### src/rtl/acc_serialize.sv
// Serializes NUM_PE parallel accumulator lanes into one requantized int8 result per cycle.
// Lane 0 comes out first. A new transfer can be accepted on the last lane so streams run without gaps.
module acc_serialize #(
   parameter int NUM_PE = 4,
   parameter int ACC_W  = 24
) (
   input  logic                    clk,
   input  logic                    rst,
   input  logic                    in_valid,
   output logic                    in_ready,
   input  logic [NUM_PE*ACC_W-1:0] in_acc,
   input  logic [4:0]              in_shift,
   input  logic                    in_relu,
   output logic                    out_valid,
   output logic [ACC_W-1:0]        out_data,
   output logic                    out_last,
   output logic                    busy
);

   localparam int IDX_W = (NUM_PE > 1) ? $clog2(NUM_PE) : 1;
   localparam logic [IDX_W-1:0] LAST_IDX = IDX_W'(NUM_PE - 1);
   localparam logic signed [ACC_W:0] ONE    = (ACC_W+1)'(1);
   localparam logic signed [ACC_W:0] SAT_HI = (ACC_W+1)'(127);
   localparam logic signed [ACC_W:0] SAT_LO = (ACC_W+1)'(-128);

   typedef enum logic {IDLE, SHIFT} state_t;

   state_t state, state_nxt;
   logic [IDX_W-1:0] idx, idx_nxt;
   logic [NUM_PE*ACC_W-1:0] cap_acc;
   logic [4:0] cap_shift;
   logic cap_relu;
   logic accept, at_last;

   logic signed [ACC_W-1:0] lane;
   logic [4:0] s_eff;
   logic signed [ACC_W:0] rnd, sum, shr, clipped;
   logic [ACC_W-1:0] requant;

   always_ff @(posedge clk) begin
      if (rst) begin
         state <= IDLE;
         idx   <= '0;
      end else begin
         state <= state_nxt;
         idx   <= idx_nxt;
      end
   end

   // On the last lane the block is ready again, so a waiting transfer follows without a bubble.
   always_comb begin
      state_nxt = state;
      idx_nxt   = idx;
      at_last   = (idx == LAST_IDX);
      in_ready  = (state == IDLE) || at_last;
      accept    = in_valid && in_ready;
      busy      = (state == SHIFT);
      case (state)
         IDLE: begin
            if (accept) begin
               state_nxt = SHIFT;
               idx_nxt   = '0;
            end
         end
         SHIFT: begin
            if (at_last) begin
               idx_nxt   = '0;
               state_nxt = accept ? SHIFT : IDLE;
            end else begin
               idx_nxt = idx + 1'b1;
            end
         end
         default: begin
            state_nxt = IDLE;
            idx_nxt   = '0;
         end
      endcase
   end

   // The sum is one bit wider than the accumulator, so adding the rounding term cannot overflow.
   always_comb begin
      lane = cap_acc[int'(idx)*ACC_W +: ACC_W];
      if (int'(cap_shift) > ACC_W - 1) s_eff = 5'(ACC_W - 1);
      else                             s_eff = cap_shift;
      rnd = '0;
      if (s_eff != 5'd0) rnd = ONE << (s_eff - 5'd1);
      sum = {lane[ACC_W-1], lane} + rnd;
      shr = sum >>> s_eff;
      if (cap_relu && shr[ACC_W]) shr = '0;
      if (shr > SAT_HI)      clipped = SAT_HI;
      else if (shr < SAT_LO) clipped = SAT_LO;
      else                   clipped = shr;
      requant = {{(ACC_W-8){clipped[7]}}, clipped[7:0]};
   end

   // Capture and emission registers. The lane emitted this cycle always comes from the old capture.
   always_ff @(posedge clk) begin
      if (rst) begin
         cap_acc   <= '0;
         cap_shift <= '0;
         cap_relu  <= 1'b0;
         out_valid <= 1'b0;
         out_last  <= 1'b0;
         out_data  <= '0;
      end else begin
         if (accept) begin
            cap_acc   <= in_acc;
            cap_shift <= in_shift;
            cap_relu  <= in_relu;
         end
         out_valid <= (state == SHIFT);
         out_last  <= (state == SHIFT) && at_last;
         out_data  <= (state == SHIFT) ? requant : '0;
      end
   end

endmodule

### config.mk
export PLATFORM = sky130hd
export DESIGN_NAME = acc_serialize
export DESIGN_NICKNAME = d
export VERILOG_FILES = /design/src/rtl/acc_serialize.sv
export SDC_FILE = /design/constraint.sdc
export NUM_CORES = 1
export LEC_CHECK = 0
export ABC_CLOCK_PERIOD_IN_PS = 12400
export CORE_AREA = 2 2 136 138
export DETAILED_ROUTE_END_ITERATION = 12
export DIE_AREA = 0 0 138 140
export PLACE_DENSITY_LB_ADDON = 0.1
export SYNTH_ARGS = -nofsm -noshare
export SYNTH_HDL_FRONTEND = slang
export SYNTH_SLANG_ARGS = --single-unit
export TNS_END_PERCENT = 100
### constraint.sdc
create_clock -name clk -period 12.4 [get_ports clk]
set_input_delay 1.24 -clock clk [delete_from_list [all_inputs] [get_ports clk]]
set_output_delay 1.24 -clock clk [all_outputs]
set_load 0.02 [all_outputs]
== After elaboration in Yosys (flattened, before gate mapping) ==
Index checks and enable logic that the tools add are counted.

* Word-level logic and storage cells: 38
* Output and inout bits: 28
* Bits in registers: 115

* Add/subtract/negate cells: 3
* Equal/unequal tests: 2
* $lt $le $gt $ge: 3
* Multiplexer cells: 11
* Reductions and logical operators: 6
* Multiply operators: 1
* Shift operators: 3
* Bitwise operators: 1

{| class="wikitable"
|+ Operators with widths
! operator !! number
|-
| 96-bit by 8-bit indexed part select with 24-bit output || 1
|-
| 25-bit 2-to-1 mux || 2
|-
| 25-bit adder || 1
|-
| 25-bit by 8-bit > comparator with 1-bit output, second input constant || 1
|-
| 25-bit by 8-bit less-than comparator with 1-bit output, second input constant || 1
|-
| 1-bit by 5-bit << shifter with 25-bit output, first input constant || 1
|-
| 25-bit by 5-bit >>> shifter with 25-bit output || 1
|-
| 8-bit 2-to-1 mux || 2
|-
| 5-bit > comparator, second input constant || 1
|-
| 5-bit 2-to-1 mux || 1
|-
| 5-bit nonzero test || 1
|-
| 5-bit by 1-bit subtractor with 5-bit output, second input constant || 1
|-
| 2-bit by 2-bit multiplier with 4-bit output, second input constant || 1
|-
| 2-bit 2-to-1 mux || 2
|-
| 2-bit case mux with 2 select lines || 1
|-
| 1-bit logical AND || 3
|-
| 2-bit by 1-bit adder with 2-bit output, second input constant || 1
|-
| 2-bit == test, second input constant || 1
|-
| 1-bit 2-to-1 mux || 2
|-
| 2-bit inequality test, second input constant || 1
|-
| 1-bit case mux with 2 select lines || 1
|-
| 2-bit OR reduction || 1
|-
| 1-bit logical OR || 1
|-
| 1-bit NOT || 1
|}

== Depth between registers and ports, before layout ==
* Depth in word-level cells: 12
* Mapped depth: 22

== Worst setup path before layout ==
No wires, ideal clock.

* Path type: register to register
* Start: register idx[0]
* End: register out_data[1]
* Slack: 7.511 ns
* Required time: 12.304 ns
* Arrival: 4.793 ns
* Cell stages (with the launch flop): 18
* Path buffers: 3
* Clock period less this slack: 4.889 ns
* Cell sequence: dfxtp_1 -> buf_2 -> buf_1 -> mux4_2 -> ha_1 -> buf_4 -> o21a_1 -> o21ai_0 -> a21o_1 -> a21oi_2 -> nor2_1 -> xnor2_2 -> a21oi_1 -> or3_1 -> a221o_1 -> nor4_2 -> a41oi_2 -> o41ai_2

* Longest elaborated chain between the ends: 9
* Elaborated cells on any way between the ends: 10

{| class="wikitable"
|+ Ends and longest elaborated chain
! element !! RTL line !! text
|-
| start: declaration || 29 || <nowiki>logic [IDX_W-1:0] idx, idx_nxt;</nowiki>
|-
| start signal: assignment || 46 || <nowiki>idx <= idx_nxt;</nowiki>
|-
| 2-bit by 2-bit multiplier with 4-bit output (*) || 82 || <nowiki>lane = cap_acc[int'(idx)*ACC_W +: ACC_W];</nowiki>
|-
| 96-bit by 8-bit indexed part select with 24-bit output (*) || 82 ||
|-
| 25-bit adder (*) || 87 || <nowiki>sum = {lane[ACC_W-1], lane} + rnd;</nowiki>
|-
| 25-bit by 5-bit >>> shifter with 25-bit output (*) || 88 || <nowiki>shr = sum >>> s_eff;</nowiki>
|-
| 1-bit logical AND || 89 || <nowiki>if (cap_relu && shr[ACC_W]) shr = '0;</nowiki>
|-
| 25-bit 2-to-1 mux (*) || 89 ||
|-
| 25-bit by 8-bit less-than comparator with 1-bit output || 91 || <nowiki>else if (shr < SAT_LO) clipped = SAT_LO;</nowiki>
|-
| 8-bit 2-to-1 mux || 91 ||
|-
| 8-bit 2-to-1 mux (*) || 90 || <nowiki>if (shr > SAT_HI) clipped = SAT_HI;</nowiki>
|-
| end signal: assignment || 113 || <nowiki>out_data <= (state == SHIFT) ? requant : '0;</nowiki>
|-
| end: declaration || 15 || <nowiki>output logic [ACC_W-1:0] out_data,</nowiki>
|}

Mark *: on every way between the ends. The rest lies on a longest branch, timed or not.
A chain may end at the register's enable or synchronous reset.

== Worst setup path after layout ==
* Start: register cap_shift[4]
* End: register out_data[2]

* Longest elaborated chain between the ends: 12
* Elaborated cells on any way between the ends: 14

{| class="wikitable"
|+ Ends and longest elaborated chain
! element !! RTL line !! text
|-
| start: declaration || 31 || <nowiki>logic [4:0] cap_shift;</nowiki>
|-
| start signal: assignment || 108 || <nowiki>cap_shift <= in_shift;</nowiki>
|-
| 5-bit > comparator || 83 || <nowiki>if (int'(cap_shift) > ACC_W - 1) s_eff = 5'(ACC_W - 1);</nowiki>
|-
| 5-bit 2-to-1 mux (*) || 83 ||
|-
| 5-bit by 1-bit subtractor with 5-bit output || 86 || <nowiki>if (s_eff != 5'd0) rnd = ONE << (s_eff - 5'd1);</nowiki>
|-
| 1-bit by 5-bit << shifter with 25-bit output || 86 ||
|-
| 25-bit 2-to-1 mux || 86 ||
|-
| 25-bit adder || 87 ||
|-
| 25-bit by 5-bit >>> shifter with 25-bit output (*) || 88 ||
|-
| 1-bit logical AND || 89 ||
|-
| 25-bit 2-to-1 mux (*) || 89 ||
|-
| 25-bit by 8-bit less-than comparator with 1-bit output || 91 ||
|-
| 8-bit 2-to-1 mux || 91 ||
|-
| 8-bit 2-to-1 mux (*) || 90 ||
|}

Marked as above.

==> results.md <==
* Status: finished, final reports clean
* Min cycle time layout at 6.09 ns
* Setup TNS at 0 ns
* Clk sinks at 115
* Pwr per Cell Area at 113 mW/mm^2
* Mapped cell area at 0.00830 mm^2
* Commonest non-fill, non-tap cell in the layout: nand2_1
* GPL Wtd Cong at 0.907
* Yosys cell types at 90
* Layout area overhead at 21.3%
* GRT overflow at 0
* Nets at 1281
* CTS H-tree depth at 4
* Synth warn at 0
* Synth Register Bits at about 120
* Final setup fails at 0
* Final Hold Viols at 0
* Diode count at 0
* Commonest cells after routing, fill and taps aside: 275 x nand2_1, 144 x a21oi_1, 131 x clkdlybuf4s50_1, 114 x dfxtp_1, 74 x nor2_1
* Num ports at 133
* Layout cells sized above 1 at 0.0911
* Clk_lat worst skew at 0.42 ns
* CP startpoint kind: flop
* # DRC at 0
* Fraction of synthesis flops using an asynchronous set or reset pin at 0
* Initial antenna violation count at 0
* Gate Count Post-Synth at 1089
* Drt pass-1 iters at 5
* Final antenna-violating net count at 0
* CP arrival at ~6.4 ns
* Crit. End Element: flop
* Leakage at 3.78 nW
* Fmax at 164 MHz
* Tightest Pin Transition at 1.10 ns
* Util after Layout at 0.566
* Die Ht at around 140 um
* Vias at 8284
* MaxCap Viol Count at 0
* CTS tree: done
* CTS root buf: clkbuf_16
* Starting Density at 0.467
* Cts repair resizes at 0
* Slew Viols, Final at 0
* Net Count, Synth at ~1200
* Drt via density at ~6.0
* Seq/Total Area, Yosys at 0.277
* Slew HR at 0.264
* DIE WIDTH at 138 um
* RSZ-0062 raised after global routing: no
* Crit path kind: flop to flop
* PortBufs at 132
* Row count at 49
* Post-CTS Setup Inserts at 0
* Power Total at 1.13 mW
* DR WL/cell at 18.3 um
* Die ar. at 0.0193 mm^2
* Vias in the first global route at 7931
* Worst hold path type: flop to flop
* Post-CTS Hold Buffers at 0
* VDD IR-drop max at just over 0.00008 V
* Worst EP required at between 10 and 15 ns
* Max Fanout on Critical Path at 19
* Global-route wire length before repair at a little over 40000 um
* DRT iter0 DRCs at ~760
* Post-DP HPWL at roughly 19000 um
* WL final at 25500 um
* Largest net degree at the start of global routing at ~110
* Fin area at 0.0101 mm^2
* GRT Total Usage at 0.262
* Placed Area at between 0.009 and 0.01 mm^2
* Avg Cell Area, Syn at 7.62 um^2
* Reg clk slew, reported paths at roughly 0.060 ns
* Synth Flop Type: dfxtp_1
* Period utilization at 0.491
* WHS at 0.451 ns
* Worst Skew at 0.0149 ns
* Max Buffers Root-to-Sink at 2
* Number of flops mapped to enable cells by yosys at 0
* Inserted Clock Buffers at 17
* Core Area at 0.0178 mm^2
[worst max-delay path, stage by stage (launching register included)]
cell and delay, ns:
dfxtp_1 0.71, clkinv_1 0.71, nor3_1 0.67, ha_1 0.46, a21oi_1 0.44, o21ai_0 0.16
nor2_1 0.28, a21oi_4 0.09, xnor2_1 0.53, a2111oi_4 0.21, a2111oi_1 0.54, a221oi_2 0.09
nor4_1 0.45, nand4_1 0.19, o21ai_2 0.30, o31ai_1 0.12
[flip-flops by register name, summed over array words and instances, names as in the netlist]
register,count
cap_acc,96
busy,1
out_last,1
cap_relu,1
idx,2
out_data,8
out_valid,1
cap_shift,5
[cells in the mapped netlist, types with 3 or more instances]
library cell | instances | area share
a221oi_1 | 4 | 0.0042
nand2b_1 | 13 | 0.0098
o21a_1 | 5 | 0.0045
a22oi_1 | 4 | 0.0036
nor2b_1 | 4 | 0.0030
and2_1 | 6 | 0.0045
and3_1 | 7 | 0.0053
nor4_1 | 3 | 0.0023
nand2_1 | 276 | 0.12
nand3_1 | 14 | 0.0084
mux4_2 | 27 | 0.073
o211a_1 | 5 | 0.0060
a21oi_2 | 4 | 0.0042
o21ai_0 | 25 | 0.015
a31oi_1 | 4 | 0.0030
clkbuf_1 | 57 | 0.026
buf_2 | 8 | 0.0048
a221o_1 | 3 | 0.0036
a21o_1 | 9 | 0.0081
buf_4 | 24 | 0.022
inv_1 | 12 | 0.0054
o21ai_1 | 4 | 0.0024
a211oi_1 | 19 | 0.017
or3_1 | 6 | 0.0045
dfxtp_1 | 115 | 0.28
o211ai_2 | 3 | 0.0045
buf_1 | 6 | 0.0027
o221ai_1 | 5 | 0.0053
nand4_1 | 9 | 0.0068
a211o_1 | 5 | 0.0053
a2111oi_0 | 4 | 0.0042
and4_1 | 3 | 0.0032
nor3_1 | 25 | 0.015
mux2i_1 | 21 | 0.025
xnor2_1 | 15 | 0.016
o31ai_1 | 9 | 0.0081
o211ai_1 | 14 | 0.013
nor2_1 | 74 | 0.033
a21oi_1 | 144 | 0.087
ha_1 | 25 | 0.038
xor2_1 | 6 | 0.0063
[report_power, final]
group	total (mW)	leakage (nW)	switching (mW)	internal (mW)
combinational	0.253	2.56	0.145	0.108
clock	0.475	0.275	0.194	0.281
sequential	0.407	0.944	0.0151	0.392
total	1.13	3.78	0.354	0.781
[kinds of logic after synthesis]
family          synth area share
flops                      0.277
buf+inv                   0.0642
fa+ha+maj                 0.0401
compound gates             0.262
mux                        0.101
xor+xnor                  0.0241
other cells             0.000452
simple gates               0.231
[path summary, 6_finish.rpt]
kind | from | slack, ns | cells after the start | to
hold / removal | cap_acc[87]$_SDFFE_PP0P_ | 0.45 | 2 | cap_acc[87]$_SDFFE_PP0P_
hold reg to reg | cap_acc[87]$_SDFFE_PP0P_ | 0.45 | 2 | cap_acc[87]$_SDFFE_PP0P_
setup reg to reg | cap_shift[4]$_SDFFE_PP0P_ | 6.31 | 15 | out_data[2]$_SDFF_PP0_
setup / recovery | cap_shift[4]$_SDFFE_PP0P_ | 6.31 | 15 | out_data[2]$_SDFF_PP0_
[per-layer routing]
metal  vias up  global-route usage  share of wire
met4         0              0.0886          0.024
met5         -                   0              0
met3        50              0.0540          0.070
met2       328               0.401           0.45
met1      3883               0.368           0.46
li1       4023                   -              -
[per-stage QoR]
stage	setup WS, ns	std cells
CTS	6.44	1392
floorplan	7.51	1089
global route	5.87	1392
detailed placement	6.48	1360
finish	6.31	1392
global placement	6.43	1360
[final cells by class]
class	count	area [um^2]
well taps	229	287
flip-flops and latches	115	2300
multi-input cells	863	5470
clock inverters	15	150
repair buffers	140	1380
inverters	13	48.8
fillers	1742	7710
clock buffers	17	425
(Power assumes the default switching activity.)
